**src/rtl/rbm_pkg.sv**
```systemverilog
// Shared defaults, state encoding and address-width helper for the RBM inference sequencer.
package rbm_pkg;

  localparam int N_VISIBLE_DEFAULT = 784;
  localparam int N_HIDDEN_DEFAULT  = 441;
  localparam int N_CLASS_DEFAULT   = 10;
  localparam int W_WIDTH_DEFAULT   = 12;
  localparam int CNT_W_DEFAULT     = 8;

  typedef enum logic [3:0] {
    S_IDLE,
    S_H_TERM,
    S_H_BIAS,
    S_H_SAMPLE,
    S_C_TERM,
    S_C_BIAS,
    S_C_SAMPLE,
    S_ARGMAX,
    S_DONE
  } rbm_state_t;

  // Index width for a table of n entries; never narrower than one bit.
  function automatic int addr_w(input int n);
    return (n > 1) ? $clog2(n) : 1;
  endfunction

endpackage

```
**src/rtl/rbm_sequencer_spike_counter_bank.sv**
```systemverilog
// Per-class saturating spike counters with a debug read port and a one-entry-per-cycle argmax scan.
module spike_counter_bank
  import rbm_pkg::*;
#(
  parameter int N_CLASS = N_CLASS_DEFAULT,
  parameter int CNT_W   = CNT_W_DEFAULT,
  localparam int IDX_W  = addr_w(N_CLASS)
) (
  input  logic             clock,
  input  logic             reset,
  input  logic             clear,
  input  logic             inc_en,
  input  logic [IDX_W-1:0] inc_idx,
  input  logic             inc_val,
  input  logic             scan_en,
  input  logic [IDX_W-1:0] scan_idx,
  input  logic [IDX_W-1:0] rd_sel,
  output logic [CNT_W-1:0] rd_data,
  output logic [IDX_W-1:0] best_idx
);

  localparam logic [CNT_W-1:0] CNT_MAX = '1;

  logic [CNT_W-1:0] count [N_CLASS];
  logic [CNT_W-1:0] best_val;

  always_ff @(posedge clock) begin
    if (reset || clear) begin
      for (int i = 0; i < N_CLASS; i++) count[i] <= '0;
      best_val <= '0;
      best_idx <= '0;
    end else begin
      if (inc_en && inc_val) begin
        for (int i = 0; i < N_CLASS; i++) begin
          if (inc_idx == IDX_W'(i) && count[i] != CNT_MAX) count[i] <= count[i] + 1'b1;
        end
      end
      // Entry 0 seeds the scan; strict compare keeps the lowest index on ties.
      if (scan_en) begin
        for (int i = 0; i < N_CLASS; i++) begin
          if (scan_idx == IDX_W'(i) && (i == 0 || count[i] > best_val)) begin
            best_val <= count[i];
            best_idx <= IDX_W'(i);
          end
        end
      end
    end
  end

  always_comb begin
    rd_data = '0;
    for (int i = 0; i < N_CLASS; i++) begin
      if (rd_sel == IDX_W'(i)) rd_data = count[i];
    end
  end

endmodule

```
**src/rtl/rbm_sequencer.sv**
```systemverilog
// Sequences the Main RBM datapath through hidden and classifier layers for a programmable
// number of iterations, then reports the class with the most spikes.
//
// state      | meaning
// -----------+-----------------------------------------------------------
// S_IDLE     | waiting for start
// S_H_TERM   | feed image_bit / hidden weight for pix_addr of hidden unit
// S_H_BIAS   | feed hidden bias with pixel forced to 1
// S_H_SAMPLE | bias again; latch Main's hidden bit into the buffer
// S_C_TERM   | feed buffered hidden bit / class weight for hid_addr
// S_C_BIAS   | feed class bias with hidden_pixel forced to 1
// S_C_SAMPLE | bias again; add Main's spike to the class counter
// S_ARGMAX   | scan one counter per cycle for the maximum
// S_DONE     | publish result, pulse done next cycle
module rbm_sequencer
  import rbm_pkg::*;
#(
  parameter int N_VISIBLE = N_VISIBLE_DEFAULT,
  parameter int N_HIDDEN  = N_HIDDEN_DEFAULT,
  parameter int N_CLASS   = N_CLASS_DEFAULT,
  parameter int W_WIDTH   = W_WIDTH_DEFAULT,
  parameter int CNT_W     = CNT_W_DEFAULT,
  localparam int PIX_W    = addr_w(N_VISIBLE),
  localparam int HID_W    = addr_w(N_HIDDEN),
  localparam int CLS_W    = addr_w(N_CLASS)
) (
  input  logic               clock,
  input  logic               reset,
  input  logic               start,
  input  logic [7:0]         iterations,
  output logic               busy,
  output logic               done,
  output logic [CLS_W-1:0]   result_class,
  output logic [PIX_W-1:0]   pix_addr,
  output logic [HID_W-1:0]   hid_addr,
  output logic [CLS_W-1:0]   cls_addr,
  input  logic               image_bit,
  input  logic [W_WIDTH-1:0] h_weight,
  input  logic [W_WIDTH-1:0] h_bias,
  input  logic               order_bit,
  input  logic [W_WIDTH-1:0] c_weight,
  input  logic [W_WIDTH-1:0] c_bias,
  output logic [W_WIDTH-1:0] hvalue,
  output logic               pixel,
  output logic               hidden_switch,
  output logic               enable_hidden,
  output logic [W_WIDTH-1:0] cvalue,
  output logic               hidden_pixel,
  output logic               enable_classi,
  input  logic               hidden,
  input  logic               spike,
  input  logic [CLS_W-1:0]   cnt_sel,
  output logic [CNT_W-1:0]   cnt_out
);

  localparam logic [PIX_W-1:0] PIX_LAST = PIX_W'(N_VISIBLE - 1);
  localparam logic [HID_W-1:0] HID_LAST = HID_W'(N_HIDDEN - 1);
  localparam logic [CLS_W-1:0] CLS_LAST = CLS_W'(N_CLASS - 1);

  rbm_state_t          state;
  logic [7:0]          iter_left;
  logic [N_HIDDEN-1:0] hbuf;
  logic [CLS_W-1:0]    best_idx;
  logic                accept;

  assign accept = (state == S_IDLE) && start;

  spike_counter_bank #(
    .N_CLASS (N_CLASS),
    .CNT_W   (CNT_W)
  ) u_counters (
    .clock    (clock),
    .reset    (reset),
    .clear    (accept),
    .inc_en   (state == S_C_SAMPLE),
    .inc_idx  (cls_addr),
    .inc_val  (spike),
    .scan_en  (state == S_ARGMAX),
    .scan_idx (cls_addr),
    .rd_sel   (cnt_sel),
    .rd_data  (cnt_out),
    .best_idx (best_idx)
  );

  always_ff @(posedge clock) begin
    if (reset) begin
      state         <= S_IDLE;
      iter_left     <= '0;
      hbuf          <= '0;
      busy          <= 1'b0;
      done          <= 1'b0;
      result_class  <= '0;
      pix_addr      <= '0;
      hid_addr      <= '0;
      cls_addr      <= '0;
      enable_hidden <= 1'b0;
      enable_classi <= 1'b0;
    end else begin
      done <= 1'b0;
      case (state)
        S_IDLE: begin
          if (start) begin
            busy      <= 1'b1;
            iter_left <= iterations;
            pix_addr  <= '0;
            hid_addr  <= '0;
            cls_addr  <= '0;
            if (iterations == 8'd0) begin
              state <= S_DONE;
            end else begin
              state         <= S_H_TERM;
              enable_hidden <= 1'b1;
            end
          end
        end
        S_H_TERM: begin
          if (pix_addr == PIX_LAST) state <= S_H_BIAS;
          else pix_addr <= pix_addr + 1'b1;
        end
        S_H_BIAS: state <= S_H_SAMPLE;
        S_H_SAMPLE: begin
          hbuf[hid_addr] <= hidden;
          if (hid_addr != HID_LAST) begin
            hid_addr <= hid_addr + 1'b1;
            pix_addr <= '0;
            state    <= S_H_TERM;
          end else begin
            hid_addr      <= '0;
            state         <= S_C_TERM;
            enable_hidden <= 1'b0;
            enable_classi <= 1'b1;
          end
        end
        S_C_TERM: begin
          if (hid_addr == HID_LAST) state <= S_C_BIAS;
          else hid_addr <= hid_addr + 1'b1;
        end
        S_C_BIAS: state <= S_C_SAMPLE;
        S_C_SAMPLE: begin
          if (cls_addr != CLS_LAST) begin
            cls_addr <= cls_addr + 1'b1;
            hid_addr <= '0;
            state    <= S_C_TERM;
          end else begin
            iter_left     <= iter_left - 1'b1;
            enable_classi <= 1'b0;
            pix_addr      <= '0;
            hid_addr      <= '0;
            cls_addr      <= '0;
            if (iter_left != 8'd1) begin
              state         <= S_H_TERM;
              enable_hidden <= 1'b1;
            end else begin
              state <= S_ARGMAX;
            end
          end
        end
        S_ARGMAX: begin
          if (cls_addr == CLS_LAST) state <= S_DONE;
          else cls_addr <= cls_addr + 1'b1;
        end
        S_DONE: begin
          done         <= 1'b1;
          busy         <= 1'b0;
          result_class <= best_idx;
          state        <= S_IDLE;
        end
        default: state <= S_IDLE;
      endcase
    end
  end

  // Memory data is same-cycle, so the operand muxes stay combinational on the registered state.
  always_comb begin
    hvalue       = '0;
    pixel        = 1'b0;
    cvalue       = '0;
    hidden_pixel = 1'b0;
    case (state)
      S_H_TERM: begin
        pixel  = image_bit;
        hvalue = h_weight;
      end
      S_H_BIAS, S_H_SAMPLE: begin
        pixel  = 1'b1;
        hvalue = h_bias;
      end
      S_C_TERM: begin
        hidden_pixel = hbuf[hid_addr];
        cvalue       = c_weight;
      end
      S_C_BIAS, S_C_SAMPLE: begin
        hidden_pixel = 1'b1;
        cvalue       = c_bias;
      end
      default: ;
    endcase
  end

  assign hidden_switch = order_bit;

endmodule

```
**config.mk**
```make
export PLATFORM = sky130hd
export DESIGN_NAME = rbm_sequencer
export DESIGN_NICKNAME = d
export VERILOG_FILES = /design/src/rtl/rbm_pkg.sv /design/src/rtl/rbm_sequencer_spike_counter_bank.sv /design/src/rtl/rbm_sequencer.sv
export SDC_FILE = /design/constraint.sdc
export NUM_CORES = 2
export LEC_CHECK = 0
export CAP_MARGIN = 20
export CORE_MARGIN = 2
export CORE_UTILIZATION = 40
export DETAILED_ROUTE_END_ITERATION = 7
export PLACE_DENSITY = 0.56
export SYNTH_ARGS = -nofsm -noshare
export SYNTH_HDL_FRONTEND = slang
export SYNTH_HIERARCHICAL = 1
export SYNTH_SLANG_ARGS = --single-unit
```
**constraint.sdc**
```tcl
create_clock -name clock -period 3.5 [get_ports clock]
set_input_delay 0.525 -clock clock [delete_from_list [all_inputs] [get_ports clock]]
set_output_delay 0.525 -clock clock [all_outputs]
set_load 0.01 [all_outputs]
```
==> key figures <==
Critical path
  – R2R cell count: 11
  – Setup CP Type: reg2out
  – CP max stage delay: 0.53 ns
  – Critical R2R Launch: u_counters/best_val[1]$_SDFFE_PP0P_
  – Crit-path most repeated cell: buf_4
  – Crit path cell chain: buf_12 > clkbuf_16 > buf_4 > mux4_2 > nand3_1 > o2111ai_1 > o31a_1 > nor4_4 > buf_4 > a21oi_4 > buf_6
  – Worst-path maximum fanout: 7
  – Critical Path Source Type: register
  – Reg2Reg Capture Point: u_counters/best_val[3]$_SDFFE_PP0P_
  – CP Capture Type: output pin
  – Worst path slowest cell: mux4_2
  – Data arrival, critical path: 3.42 ns
  – Required @ worst endpoint: between 2 and 3 ns
  – R2r setup slk: 0.29 ns

Placement
  – IO Port Bufs: 130
  – Dpl hpwl: 76300 um
  – Place WS: -0.483 ns
  – Gpl congestion: between 0.9 and 1

Worst hold path
  – Hold Crit Class: in2reg
  – Worst hold path depth: 2
  – Hold wc startpoint: reset
  – WHS Endpoint: result_class[2]$_SDFFE_PP0P_

Route
  – Antenna-violating nets left: 0
  – Drt total wl: 120000 um
  – DRC violation count after routing: 0
  – Via/cell ratio: 6.21
  – DRT Pass-1 Iters: 6
  – DRT iter0 DRCs: about 4000
  – Wire per inst: 24.8 um
  – Vias: 30000

GRT
  – Gr ovfl total: 0
  – Antenna violations before repair: 0
  – First-pass GRT wire length: 181000 um
  – Vias in the first global route: 28600
  – Tot GR Track Use: 29.6%
  – Largest net degree at the start of global routing: 161

Run status
  – Status: finished with violations
  – Failing checks: setup timing

Floorplanning
  – Die Span Y: 282 um
  – Die Span X: 282 um
  – Die area: around 80000 um^2
  – # rows: 102
  – Core ar.: 77100 um^2
  – Initial core utilization: 40.2%
  – I/O pin count: 133

Logic synthesis
  – Post-Syn Area per Cell: 8.58 um^2
  – Flops & latches, synth: about 580
  – Synth Flop Type: dfxtp_1
  – Count of cell types in the netlist: a little over 90
  – EDFF count, synth: 80
  – Syn Inst Count: ~3600
  – Cell Area, Synth: 31000 um^2
  – Sequential area share after synthesis: 39.8%
  – Ys async rst share: 0%
  – Ys Warns: 6
  – Syn_nets: about 3800

Cells and area
  – Fillers: roughly 7500
  – Share of cells above drive strength 1: 15.3%
  – Flip-flop and latch area: 12300 um^2
  – Multi-input gate area: 17100 um^2
  – Nets: 3906
  – N_diodes: 0
  – Area Overhead vs Synth: 20.2%

Power
  – P per Cell Area: roughly 430 nW/um^2
  – Leakage: around 12 nW
  – VDD IR max: between 0.3 and 0.4 mV
  – Pwr Total: about 16 mW

Clocking
  – Clk buf depth: 3
  – CTS H-tree depth: 3
  – Root buf cell: clkbuf_16
  – Clock net sink count: 576
  – Clk_lat worst skew: approximately 0.62 ns
  – Total CTS buffers: 69
  – Clock Pin Slew Worst Setup and Hold Paths: 0.06 ns
  – Post-cts hold buffer count: 0
  – CTS tree: done

Job
  – Max-Cap Viols: 0

STA
  – # setup viols final: 1
  – Fmax: 253 MHz
  – Final min period: 3.95 ns
  – Final hold slack: around 0.3 ns
  – Endpoints failing hold: 0
  – Slew Viols, Final: 0
  – Setup slack after layout: -0.449 ns
  – RSZ-0062 raised after global routing: yes
  – Setup TNS: -0.449 ns
  – Tightest Pin Transition: 1.08 ns
  – Clock Skew: 0.0385 ns
  – Crit share post-route: 113%
  – Slew HR: around 28%
==> per-stage QoR <==
step,std cells,instance area [um^2],util [%]
after detailed placement,4692,34400,44.7
after global placement,4692,34400,44.7
final,4837,37200,48.3
after CTS,4824,37000,48.0
after floorplan,3609,31000,-
after global routing,4837,37200,48.3
==> registers in the layout (all words and copies together), names as in the netlist <==
signal,count
u_counters/count,80
busy,1
state,4
enable_hidden,1
hid_addr,9
result_class,4
u_counters/best_val,8
u_counters/best_idx,4
done,1
iter_left,8
hbuf,441
pix_addr,10
enable_classi,1
cls_addr,4
==> worst max-delay path by stage <==
stage,from,slack (ns),depth (start not counted),endpoint
global route,hid_addr[0]$_SDFFE_PP0P_,-0.54,11,hidden_pixel
detailed placement,hid_addr[0]$_SDFFE_PP0P_,-0.48,11,hidden_pixel
finish,hid_addr[0]$_SDFFE_PP0P_,-0.45,11,hidden_pixel
CTS,hid_addr[0]$_SDFFE_PP0P_,-0.41,10,hidden_pixel
global placement,hid_addr[0]$_SDFFE_PP0P_,-0.56,11,hidden_pixel
floorplan,hid_addr[1]$_SDFFE_PP0P_,0.61,15,hid_addr[5]$_SDFFE_PP0P_
==> repair_timing <==
action                     4_1_cts  5_1_grt
resized for setup               24       20
setup endpoints to repair        1        6
gates cloned                     1        2
pin swaps                        7       11
setup buffers                   12       11
==> where the power goes <==
part           internal (mW)  switching, mW
Combinational          0.758          0.979
Sequential              6.81          0.156
Clock                   4.43           2.99
Total                   12.0           4.12
==> critical path, delay by kind of cell (launching register included) <==
| kind | cells | cell delay, ns |
|---|---|---|
| simple gates | 2 | 0.53 |
| buf+inv | 5 | 0.80 |
| compound gates | 3 | 0.52 |
| flops | 1 | 0.42 |
| mux | 1 | 0.53 |
==> kinds of logic (layout without fill, tap and decap cells) <==
logic type,Yosys count,after routing,share of synthesized area (%)
flip-flops,576,576,39.8
AND/OR/NAND/NOR,1073,1073,17.4
multiplexers,166,166,8.94
XOR/XNOR,81,81,2.29
buffers and inverters,404,592,5.61
AO/OA/AOI/OAI,1218,1218,22.2
adder cells (fa/ha/maj),91,91,3.68
==> cells in the mapped netlist (16+ instances only) <==
| cell type | instances | share of area (%) |
|---|---|---|
| buf_1 | 28 | 0.34 |
| and3_1 | 30 | 0.61 |
| o21ai_0 | 481 | 7.8 |
| mux2_2 | 19 | 0.69 |
| a211oi_1 | 18 | 0.44 |
| a221oi_1 | 16 | 0.45 |
| mux2i_1 | 61 | 2.0 |
| a21oi_1 | 505 | 8.2 |
| edfxtp_1 | 80 | 7.8 |
| nor2_1 | 185 | 2.2 |
| a22o_1 | 34 | 0.96 |
| a22oi_1 | 23 | 0.56 |
| ha_1 | 91 | 3.7 |
| clkbuf_1 | 250 | 3.0 |
| nand2b_1 | 16 | 0.32 |
| nand4_1 | 30 | 0.61 |
| dfxtp_1 | 496 | 32 |
| buf_2 | 45 | 0.73 |
| nand3_1 | 528 | 8.5 |
| inv_1 | 54 | 0.65 |
| nor3_1 | 28 | 0.45 |
| and2_1 | 27 | 0.55 |
| xor2_1 | 50 | 1.4 |
| nand2_1 | 125 | 1.5 |
| xnor2_1 | 31 | 0.88 |
| o22ai_1 | 18 | 0.36 |
| mux4_2 | 84 | 6.1 |
| nor2b_1 | 27 | 0.55 |
==> placed cells by master (no fill, tap or decap), types with 9 or more instances in the layout <==
cell	n
a222oi_1	13
ha_1	91
nor2b_1	24
a22oi_1	18
and3_1	30
xor2_1	50
nand4_1	30
a211oi_1	17
o22ai_1	18
and2_1	14
or2_2	12
nand3_1	528
a21o_1	13
and2_2	13
mux2_2	19
clkbuf_1	15
o21ai_0	480
nand2b_1	16
dfxtp_1	493
clkbuf_8	11
a21oi_1	501
inv_1	54
clkdlybuf4s50_1	125
a22o_1	34
buf_4	246
o211ai_1	12
clkinv_2	11
nor2_1	182
nor3_1	23
nand2_1	123
edfxtp_1	80
nor4_1	9
mux4_2	84
xnor2_1	31
mux2i_1	59
buf_12	33
clkbuf_16	72
a221oi_1	15
==> cell type report <==
type	count	area share [%]
Clock inverter	24	0.895
Multi-Input combinational cell	2629	45.9
Tap cell	1040	3.50
Clock buffer	96	5.27
Sequential cell	576	33.2
Inverter	56	0.565
Timing Repair Buffer	416	10.7
==> metal layers <==
| layer | global-route usage, % | vias up | part of all wire, % |
|---|---|---|---|
| li1 | - | 13600 | - |
| met1 | 38.6 | 14600 | 41 |
| met2 | 47.2 | 1489 | 46 |
| met3 | 5.68 | 332 | 8.2 |
| met4 | 14.3 | 0 | 5.0 |
| met5 | 0 | - | 0 |
No activity file was read; power rests on OpenSTA's default activity.
